--- config.mk ---
export PLATFORM = sky130hd
export DESIGN_NAME = alu_seq
export DESIGN_NICKNAME = d
export VERILOG_FILES = /design/src/rtl/alu_seq.sv
export SDC_FILE = /design/constraint.sdc
export NUM_CORES = 1
export LEC_CHECK = 0
export ABC_CLOCK_PERIOD_IN_PS = 850
export CAP_MARGIN = 0
export CELL_PAD_IN_SITES_DETAIL_PLACEMENT = 1
export CELL_PAD_IN_SITES_GLOBAL_PLACEMENT = 2
export CORE_AREA = 2 2 118 63
export CTS_CLUSTER_DIAMETER = 100
export DETAILED_ROUTE_END_ITERATION = 10
export DIE_AREA = 0 0 120 65
export PLACE_DENSITY_LB_ADDON = 0.1
export SYNTH_ARGS = -nofsm -noshare
export SYNTH_HDL_FRONTEND = slang
export SYNTH_SLANG_ARGS = --single-unit
export TNS_END_PERCENT = 30
--- constraint.sdc ---
create_clock -name clk -period 0.85 [get_ports clk]
set_clock_uncertainty 0.05 [all_clocks]
set_input_delay 0.2125 -clock clk [delete_from_list [all_inputs] [get_ports clk]]
set_output_delay 0.2125 -clock clk [all_outputs]
set_load 0.02 [all_outputs]
--- src/rtl/alu_seq.sv ---
// alu_seq -- registered WIDTH-bit ALU with start/done handshake.
//
// Supported operations:
//   - single-cycle: add, subtract, increment, negate, and, or, xor
//   - optional multi-cycle unsigned shift-add multiply (WIDTH cycles)
// The result and the flags are held in registers between operations.
//
// Build option:
//   ALU_MUL_EN : when defined, builds the multiplier datapath and FSM.
//                When undefined, op=111 completes in one cycle with
//                R=0, RH=0, zero=1 and all other flags 0, and busy is
//                tied to 0.
//
// Ports:
//   clk       in   rising-edge clock
//   reset     in   asynchronous active-high reset
//   start     in   operation request; op, A and B are sampled with it
//   op[2:0]   in   operation select (000 ADD ... 111 MUL)
//   A, B      in   WIDTH-bit operands
//   R         out  result (low half of the product for MUL)
//   RH        out  high half of the product for MUL, 0 otherwise
//   zero      out  result is zero (full 2*WIDTH product for MUL)
//   carry     out  carry out (no-borrow for SUB, |RH for MUL)
//   sign      out  MSB of R (MSB of RH for MUL)
//   overflow  out  two's-complement signed overflow
//   busy      out  a multiply is in progress
//   done      out  one-cycle pulse when R and the flags were updated
module alu_seq #(
    parameter int WIDTH = 8
) (
    input  logic             clk,
    input  logic             reset,
    input  logic             start,
    input  logic [2:0]       op,
    input  logic [WIDTH-1:0] A,
    input  logic [WIDTH-1:0] B,
    output logic [WIDTH-1:0] R,
    output logic [WIDTH-1:0] RH,
    output logic             zero,
    output logic             carry,
    output logic             sign,
    output logic             overflow,
    output logic             busy,
    output logic             done
);

    localparam logic [2:0] OP_ADD = 3'b000;
    localparam logic [2:0] OP_SUB = 3'b001;
    localparam logic [2:0] OP_INC = 3'b010;
    localparam logic [2:0] OP_NEG = 3'b011;
    localparam logic [2:0] OP_AND = 3'b100;
    localparam logic [2:0] OP_OR  = 3'b101;
    localparam logic [2:0] OP_XOR = 3'b110;
    localparam logic [2:0] OP_MUL = 3'b111;

    // ------------------------------------------------------------------
    // Single-cycle datapath. All four arithmetic ops are mapped onto one
    // adder x + y + cin so the carry and overflow rules are shared:
    //   SUB: y = ~B, cin = 1    INC: y = 0, cin = 1    NEG: x = ~A, y = 0, cin = 1
    // ------------------------------------------------------------------
    logic [WIDTH-1:0] add_x;
    logic [WIDTH-1:0] add_y;
    logic             add_cin;
    logic [WIDTH:0]   add_sum;
    logic [WIDTH-1:0] sc_r;
    logic             sc_c;
    logic             sc_ov;

    always_comb begin
        add_x   = A;
        add_y   = B;
        add_cin = 1'b0;
        case (op)
            OP_SUB: begin
                add_y   = ~B;
                add_cin = 1'b1;
            end
            OP_INC: begin
                add_y   = '0;
                add_cin = 1'b1;
            end
            OP_NEG: begin
                add_x   = ~A;
                add_y   = '0;
                add_cin = 1'b1;
            end
            default: ;
        endcase
        add_sum = {1'b0, add_x} + {1'b0, add_y} + {{WIDTH{1'b0}}, add_cin};
    end

    always_comb begin
        sc_r  = '0;
        sc_c  = 1'b0;
        sc_ov = 1'b0;
        case (op)
            OP_ADD, OP_SUB, OP_INC, OP_NEG: begin
                sc_r  = add_sum[WIDTH-1:0];
                sc_c  = add_sum[WIDTH];
                // Signed overflow: adder inputs share a sign, result differs.
                sc_ov = (add_x[WIDTH-1] == add_y[WIDTH-1]) &&
                        (add_sum[WIDTH-1] != add_x[WIDTH-1]);
            end
            OP_AND: sc_r = A & B;
            OP_OR:  sc_r = A | B;
            OP_XOR: sc_r = A ^ B;
            // Only reached as a single-cycle op when the multiplier is not
            // built: the result is all zeros.
            OP_MUL: sc_r = '0;
        endcase
    end

    logic sc_write;   // single-cycle op completes on this edge

`ifdef ALU_MUL_EN
    // ------------------------------------------------------------------
    // Shift-add multiplier. acc_q holds {partial high half, multiplier};
    // the multiplier bits are consumed from the LSB while product bits
    // shift in from the top, so after WIDTH steps acc_q is the product.
    // ------------------------------------------------------------------
    localparam int CW = $clog2(WIDTH + 1);

    typedef enum logic {
        S_IDLE = 1'b0,
        S_MUL  = 1'b1
    } state_t;

    state_t             state_q;
    state_t             state_d;
    logic [WIDTH-1:0]   mcand_q;
    logic [2*WIDTH-1:0] acc_q;
    logic [2*WIDTH-1:0] acc_d;
    logic [CW-1:0]      cnt_q;
    logic [WIDTH:0]     hi_sum;
    logic               mul_load;
    logic               mul_step;
    logic               mul_last;

    // State register
    always_ff @(posedge clk or posedge reset) begin
        if (reset) state_q <= S_IDLE;
        else       state_q <= state_d;
    end

    // Next-state logic. A start seen in S_MUL is dropped, not queued.
    always_comb begin
        state_d = state_q;
        case (state_q)
            S_IDLE:  if (start && op == OP_MUL)  state_d = S_MUL;
            S_MUL:   if (cnt_q == CW'(1))         state_d = S_IDLE;
            default: state_d = S_IDLE;
        endcase
    end

    // Output / control decode
    always_comb begin
        busy     = (state_q == S_MUL);
        mul_load = (state_q == S_IDLE) && start && (op == OP_MUL);
        mul_step = (state_q == S_MUL);
        mul_last = (state_q == S_MUL) && (cnt_q == CW'(1));
        sc_write = (state_q == S_IDLE) && start && (op != OP_MUL);
    end

    // One multiply step: conditional add into the high half, then shift
    // right with the adder carry entering the MSB.
    always_comb begin
        hi_sum = {1'b0, acc_q[2*WIDTH-1:WIDTH]} +
                 (acc_q[0] ? {1'b0, mcand_q} : {(WIDTH+1){1'b0}});
        acc_d  = {hi_sum, acc_q[WIDTH-1:1]};
    end

    always_ff @(posedge clk or posedge reset) begin
        if (reset) begin
            mcand_q <= '0;
            acc_q   <= '0;
            cnt_q   <= '0;
        end else if (mul_load) begin
            mcand_q <= A;
            acc_q   <= {{WIDTH{1'b0}}, B};
            cnt_q   <= CW'(WIDTH);
        end else if (mul_step) begin
            acc_q   <= acc_d;
            cnt_q   <= cnt_q - CW'(1);
        end
    end
`else
    assign busy     = 1'b0;
    assign sc_write = start;
`endif

    // ------------------------------------------------------------------
    // Result and flag registers: hold until the next completing op.
    // ------------------------------------------------------------------
    always_ff @(posedge clk or posedge reset) begin
        if (reset) begin
            R        <= '0;
            RH       <= '0;
            zero     <= 1'b0;
            carry    <= 1'b0;
            sign     <= 1'b0;
            overflow <= 1'b0;
            done     <= 1'b0;
        end else if (sc_write) begin
            R        <= sc_r;
            RH       <= '0;
            zero     <= (sc_r == '0);
            carry    <= sc_c;
            sign     <= sc_r[WIDTH-1];
            overflow <= sc_ov;
            done     <= 1'b1;
`ifdef ALU_MUL_EN
        end else if (mul_last) begin
            R        <= acc_d[WIDTH-1:0];
            RH       <= acc_d[2*WIDTH-1:WIDTH];
            zero     <= (acc_d == '0);
            carry    <= |acc_d[2*WIDTH-1:WIDTH];
            sign     <= acc_d[2*WIDTH-1];
            overflow <= 1'b0;
            done     <= 1'b1;
`endif
        end else begin
            done     <= 1'b0;
        end
    end

endmodule

# Word-level counts from Yosys, hierarchy flattened
# Cells that the tools add are included.
[word_totals]
out_inout_bits = 22
ram_bits = 0
romBits = 0
latchBits = 0
n_memories = 0
ff_bits = 13
wordCells = 35
[op_classes]
div_mod_pow = 0
magnitude_cmp = 0
mux = 7
mul = 0
shift = 0
add_sub_neg = 2
bitwise_logic = 5
n_eq_ne = 9
n_reduce_logical = 6
[op_table]
columns = ["operator", "n"]
rows = [
  ["$pmux W8 S5", 1],
  ["$not A8 Y8", 2],
  ["$pmux W8 S2", 1],
  ["$eq A3 B3 Y1 const B", 4],
  ["$add A8 B8 Y9", 1],
  ["$add A9 B1 Y9", 1],
  ["$and A8 B8 Y8", 1],
  ["$logic_not A8 Y1", 1],
  ["$mux W8", 1],
  ["$or A8 B8 Y8", 1],
  ["$xor A8 B8 Y8", 1],
  ["$eq A3 B2 Y1 const B", 2],
  ["$mux W1", 4],
  ["$reduce_or A4 Y1", 1],
  ["$eq A3 B1 Y1 const B", 1],
  ["$logic_not A3 Y1", 1],
  ["$reduce_or A3 Y1", 1],
  ["$reduce_or A2 Y1", 1],
  ["$eq A1 B1 Y1", 1],
  ["$logic_and A1 B1 Y1", 1],
  ["$ne A1 B1 Y1", 1],
]

# Depth between registers and ports, before layout
[depth]
ltp_word = 8
depth_mapped = 12
depth_no_buf = 10

# Worst setup path after synthesis
# No wires, ideal clock.
[synth_timing]
path_kind = "input -> register"
start = "in op[2]"
end = "reg zero"
setup_ns = 0.104
required_time_ns = 0.696
cell_stages = 12
path_slack_ns = -2.385
arrival_ns = 3.082
path_cell_list = "buf_2 -> buf_4 -> nand2b_1 -> mux2_2 -> o21ai_0 -> fa_1 -> fa_1 -> a211o_1 -> a21o_1 -> a22oi_1 -> or4b_1 -> o41ai_2"
[synth_via]
elab_chain_cells = 7
word_cells_on_any_way = 18
classes_between = "add/sub (2); eq/ne (7); mux (4); reduce/logical (5)"
[synth_lines]
columns = ["item", "line", "text"]
rows = [
  ["from (decl)", "34", "input logic [2:0] op,"],
  ["$eq A3 B2 Y1", "73, 96", ""],
  ["$reduce_or A2 Y1 (no line)", "-", ""],
  ["$pmux W8 S2", "73", "case (op)"],
  ["$add A8 B8 Y9", "89", "add_sum = {1'b0, add_x} + {1'b0, add_y} + {{WIDTH{1'b0}}, add_cin};"],
  ["$add A9 B1 Y9", "89", ""],
  ["$pmux W8 S5 (*)", "96", "case (op)"],
  ["$logic_not A8 Y1 (*)", "206", "zero <= (sc_r == '0);"],
  ["to (signal assigned)", "206", ""],
  ["to (decl)", "39", "output logic zero,"],
]
# Every way passes the cells marked *; elsewhere a longest branch is shown, timed or not.
# A chain may end at the register's enable or synchronous reset.

# Worst setup path after layout
[layout_timing]
start = "in op[0]"
end = "reg zero"
# The elaborated chain is that of the path after synthesis.

==> flow_metrics.env <==
export IMPL_status="finished with violations"
export IMPL_violations="negative setup slack"
export IMPL_first_pass_iters=4
export IMPL_layout_min_cycle_time_ns=2.75
export IMPL_cap_violations=0
export IMPL_cts_root_buf="clkbuf_16"
export IMPL_cp_end_kind="register"
export IMPL_start_kind="input port"
export IMPL_synth_distinct_cells=43
export IMPL_start_util_pct=24.6
export IMPL_p_leak_nw=1.48
export IMPL_drtIter0Drc=62
export IMPL_worstPathRequired_ns=0.94
export IMPL_dp_slack_ns=-2.51
export IMPL_die_w_microns=120
export IMPL_worst_slack_ns=-1.90
export IMPL_grt_ovfl_total=0
export IMPL_die_y_microns=65
export IMPL_clock_sinks=12
export IMPL_cts_hold_buf=0
export IMPL_synth_warning_count=0
export IMPL_antenna_found_initial=0
export IMPL_coreArea_sq_um=6910
export IMPL_antenna_left=0
export IMPL_holdWs_ns=0.234
export IMPL_period_share_pct=324
export IMPL_finalSetupViolations=24
export IMPL_dpl_hpwl_microns=4500
export IMPL_route_vias_total=1760
export IMPL_area_growth_pct=80.7
export IMPL_synthesis_area_sq_um=1700
export IMPL_dieArea_sq_um=7800
export IMPL_avgRoutedWirePerCell_microns=15.8
export IMPL_cts_path_max_buffers=2
export IMPL_drive_above_1_share_pct=51.5
export IMPL_fmax_mhz=363
export IMPL_clkTransAtPathRegs_ns=0.05
export IMPL_maxSlewViolCount=0
export IMPL_portBuffers=34
export IMPL_hold_violations=0
export IMPL_grt_pass1_wl_microns=10200
export IMPL_crit_arrival_ns=2.85
export IMPL_gp_congestion=0.792
export IMPL_critPathMaxFanout=4
export IMPL_dpl_cell_area_sq_um=2510
export IMPL_p_per_area_nw_per_um2=1370
export IMPL_drc=0
export IMPL_cts_tree="built"
export IMPL_final_nets=343
export IMPL_synthesis_instances=199
export IMPL_vias_per_cell=4.50
export IMPL_rsz0062_at_grt="yes"
export IMPL_avgSynthCellArea_sq_um=8.53
export IMPL_finalWirelength_microns=6180
export IMPL_ys_seq_area_share_pct=17.7
export IMPL_track_usage_pct=16.6
export IMPL_clock_latency_ns=0.24
export IMPL_grt_pass1_vias=2020
export IMPL_fin_area_sq_um=3070
export IMPL_path_class="in2reg"
export IMPL_yosys_register_bits=12
export IMPL_cts_max_level=1
export IMPL_grt_max_degree=19
export IMPL_cts_buffers=3
export IMPL_pin_count=44
export IMPL_hold_path_class="in2async"
export IMPL_n_antenna_cell=0
export IMPL_rows=22
export IMPL_vdd_ir_drop_max_mv=0.599
-- what timing repair did --
item | CTS | global route
setup endpoints to repair | 24 | 25
buffers inserted | 18 | 5
pin swaps | 26 | 17
resized for setup | 143 | 27
-- critical path, stage by stage --
cell and delay, ns:
buf_6 0.09, buf_6 0.12, buf_6 0.12, nor2_4 0.10, nor2_2 0.06, fa_2 0.41, fa_2 0.37, a211o_1 0.30
a21o_1 0.18, a22oi_2 0.17, or4b_4 0.50, o41ai_4 0.20
-- cell usage in the layout (no fill, tap or decap), drive strengths merged, types with 6 or more instances in the layout --
cell	Yosys	routed
mux2i	8	8
xnor2	11	11
conb	1	9
o21ai	13	13
nor2	10	10
dfrtp	12	12
ha	23	23
nand2	12	12
buf	15	87
mux2	14	14
nand2b	6	6
inv	20	20
clkdlybuf4s50	0	11
a21oi	9	9
-- power by group --
part / total (W) / leakage [nW] / internal (W) / switching (W)
registers: 0.000737 / 0.148 / 0.000679 / 0.0000581
logic: 0.00250 / 1.29 / 0.00130 / 0.00120
clock network: 0.000966 / 0.0442 / 0.000711 / 0.000255
-- registers in the layout (all words and copies together) (netlist names) --
register  count
R             8
carry         1
done          1
overflow      1
zero          1
-- worst paths after layout --
kind	startpoint	endpoint	slack [ns]	depth (start not counted)
max	op[0]	zero	-1.90	12
min	reset	R[2]	0.23	3
max reg2reg	R[6]	R[6]	-0.07	2
min reg2reg	R[5]	R[5]	0.46	1
max in group asynchronous	reset	overflow	0.40	3
min in group clk	op[2]	R[2]	0.42	4
-- cells by family after synthesis --
logic type,after synthesis,synth area share (%)
AO/OA/AOI/OAI,46,17.8
AND/OR/NAND/NOR,42,13.3
flip-flops,12,17.7
buffers and inverters,40,11.9
adder cells (fa/ha/maj),25,19.3
multiplexers,22,14.0
XOR/XNOR,11,5.68
other,1,0.221
-- Yosys cell counts --
cell type,count,share of area (%)
a211o_1,2,1.0
a211oi_1,2,0.88
a21o_1,1,0.44
a21oi_1,9,2.7
a221o_1,1,0.59
a22oi_1,1,0.44
a311oi_1,1,0.52
a31o_2,1,0.52
a31oi_1,1,0.37
and3_1,1,0.37
and4b_1,1,0.59
buf_2,3,0.88
buf_4,11,4.9
buf_6,1,0.66
clkbuf_1,5,1.1
conb_1,1,0.22
dfrtp_1,12,18
fa_1,2,2.4
ha_1,23,17
inv_1,20,4.4
mux2_2,14,9.3
mux2i_1,8,4.7
nand2_1,12,2.7
nand2b_1,6,2.2
nand3b_1,1,0.44
nand4_1,1,0.37
nand4bb_1,1,0.66
nor2_1,10,2.2
nor2b_1,4,1.5
nor3b_1,2,0.88
o211ai_1,2,0.88
o21a_1,2,0.88
o21ai_0,13,3.8
o21bai_1,1,0.44
o221ai_1,1,0.52
o22ai_1,4,1.5
o311ai_0,1,0.52
o31ai_1,2,0.88
o41ai_2,1,0.96
or2_2,1,0.37
or4_1,1,0.44
or4b_1,1,0.59
xnor2_1,11,5.7
-- cell type report --
class | count | area, sq um
multi-input cells | 155 | 1570
well taps | 96 | 120
repair buffers | 104 | 908
inverters | 20 | 75.1
fillers | 791 | 3840
clock buffers | 4 | 88.8
flip-flops and latches | 12 | 300
-- layer usage --
metal  track usage, %  part of all wire, %  up-vias
li1                 -                    -      871
met1             21.3                   47      855
met4             1.76                 0.58        0
met3             2.64                  2.9        4
met2             30.4                   50       30
met5                0                    0        -
-- per-stage QoR --
| step | setup TNS (ns) | util [%] | power (W) | cells |
|---|---|---|---|---|
| floorplan | -16.35 | - | 0.00182 | 207 |
| global placement | -27.71 | 36.3 | 0.00266 | 369 |
| detailed placement | -28.35 | 36.3 | 0.00272 | 369 |
| CTS | -19.15 | 42.3 | 0.00402 | 388 |
| global route | -20.34 | 44.4 | 0.00448 | 391 |
| finish | -19.28 | 44.4 | 0.00420 | 391 |
Note: power is estimated with default switching activity, not from simulation.
==> RTL change: new RTL, same settings <==
`WIDTH`: 8 -> 10.
--- a/src/rtl/alu_seq.sv
+++ b/src/rtl/alu_seq.sv
@@ -26,7 +26,7 @@
 //   busy      out  a multiply is in progress
 //   done      out  one-cycle pulse when R and the flags were updated
 module alu_seq #(
-    parameter int WIDTH = 8
+    parameter int WIDTH = 10
 ) (
     input  logic             clk,
     input  logic             reset,
Interface: changed (resized A, B, R and RH); port bits go from 44 to 52. The function was not compared with the original's and may differ.
==> RTL change against the unedited design <==
  * The run still ends with negative setup slack left
  * Core utilization up 5.1 points
  * Sequential cell count up 2
  * First-iteration DRC count up 32%
  * Total power up 3.8%
  * Synthesized cell count up 26%
  * Final area up 11%
  * Combinational power up 7%
  * Sequential share of layout area up 0.46 points
  * Global-route usage up 2.5 points
  * Setup slack better by 170 ps
  * Routed wire length up 14%
  * Synthesized area up 23%
  * Critical path type unchanged
  * Critical endpoint unchanged
==> RTL change: results (changes against the unedited design) <==
Status
  – Outcome: finished, violations left
  – Failing checks: negative setup slack

GRT
  – M2 GR Usage: 0.298 (-0.00639)
  – Total track usage: 0.191 (+0.0249)
  – First-pass GRT wire length: 11,600 µm (+14%)
  – Grt met1 use: 0.285 (+0.0720)
  – Vias in the first global route: 2,247 (+11%)
  – Largest net degree at the start of global routing: 21 (+2)
  – Met3 global-route usage: 0.0299 (+0.00352)
  – Initial antenna violation count: 0 (unchanged)

Cells and area
  – Max reg flops: 10 (+2)
  – Fin cells: 463 (+18%)
  – Final clock-cell share: 0.0220 (-0.00699)
  – Non-CTS buffers: 128 (+23%)
  – Comb_multi_in: 192 (+24%)
  – Fillcell total: 841 (+6.3%)
  – FFs & Latches: 14 (+2)
  – Data buffer area share: 0.295 (-0.000979)
  – Share of post-route cells with drive strength above 1: 0.450 (-0.0657)
  – NumNets Final: 426 (+24%)
  – Seq/total area: 0.103 (+0.00464)
  – Logic inverters: 30 (+50%)
  – Multi-input gate area: 1750 µm² (+11%)
  – CLK BUF: 3 (-1)

Routing
  – Via density: 4.68 (+3.9%)
  – First-iteration detailed-routing DRC count: 82 (+32%)
  – WL met3: 310 µm (+74%)
  – Routed met2 length: 3000 µm (-2.5%)
  – Drt total wl: 7050 µm (+14%)
  – M1 WL: 3730 µm (+29%)

Placed design
  – DP HPWL: 5500 µm (+22%)
  – Gpl congestion: 0.815 (+2.9%)
  – Inst Count DP: 443 (+20%)
  – Port Buf Inserts: 40 (+18%)

Yosys
  – Synth Area in Compound Gates: 0.211 (+0.0329)
  – Synth Area in XOR/XNOR: 0.0631 (+0.00628)
  – Top FF cell, synth: dfrtp_1
  – Post-synthesis sequential area ratio: 0.168 (-0.00882)
  – Synthesized area: 2080 µm² (+23%)
  – Netlist cell types: 48 (+12%)
  – List of most frequent post-synthesis cells: inv_1, ha_1, o21ai_0
  – Synth Area in Adders: 0.193 (about the same)
  – Synth area leaders: ha_1, dfrtp_1, inv_1
  – Post-synthesis mux area share: 0.0961 (-0.0440)
  – Cells after synthesis: 251 (+26%)

Power and ir drop
  – Peak VDD IR: 568 µV (-5.1%)
  – Total leakage power: 0.00173 µW (+17%)

Critical path
  – CP max stage delay: 400 ps (-100 ps)
  – CP max stage cell: fa_2
  – Delay-heaviest family, CP: simple AND/OR/NAND/NOR gates
  – Crit-path max FO: 3 (-1)

STA
  – Setup-failing EPs final: 28 (+17%)
  – Worst Setup Slack, final: -1730 ps (+172 ps)

Clock tree
  – Longest Clk Path Bufs: 2 (unchanged)
  – CTS root buf: clkbuf_16

Hold path
  – Worst Hold Class: input port to async pin
==> RTL change: stage by stage <==
stage	power (µW)	setup WS (ps)	hold slack [ps]	utilization	TNS (ps)
3_5_place_dp	3170	-2580	451	0.443	-33800
3_3_place_gp	3140	-2450	452	0.443	-32790
4_1_cts	4290	-1710	243	0.485	-21030
6_report	4360	-1730	238	0.494	-21240
2_1_floorplan	2120	-1940	51.7	-	-20330
5_1_grt	4690	-1810	252	0.494	-22740
==> RTL change: final timing paths <==
kind | end | cells after the start | from
worst min register to register | R[6] | 2 | R[6]
worst max-delay path | zero | 13 | op[1]
max in group asynchronous | done | 3 | reset
worst max register to register | R[8] | 2 | R[8]
worst min-delay path | R[9] | 3 | reset
min in group clk | R[6] | 2 | R[6]
==> RTL change: where the power goes <==
part / switching, µW / internal, µW
clock: 245 / 613
combinational: 1310 / 1370
sequential: 49.5 / 772
total: 1600 / 2760
==> RTL change: timing repair <==
action,CTS,global route
setup endpoints to repair,29,28
gates resized for setup,127,16
buffers inserted,16,2
pin swaps,28,9
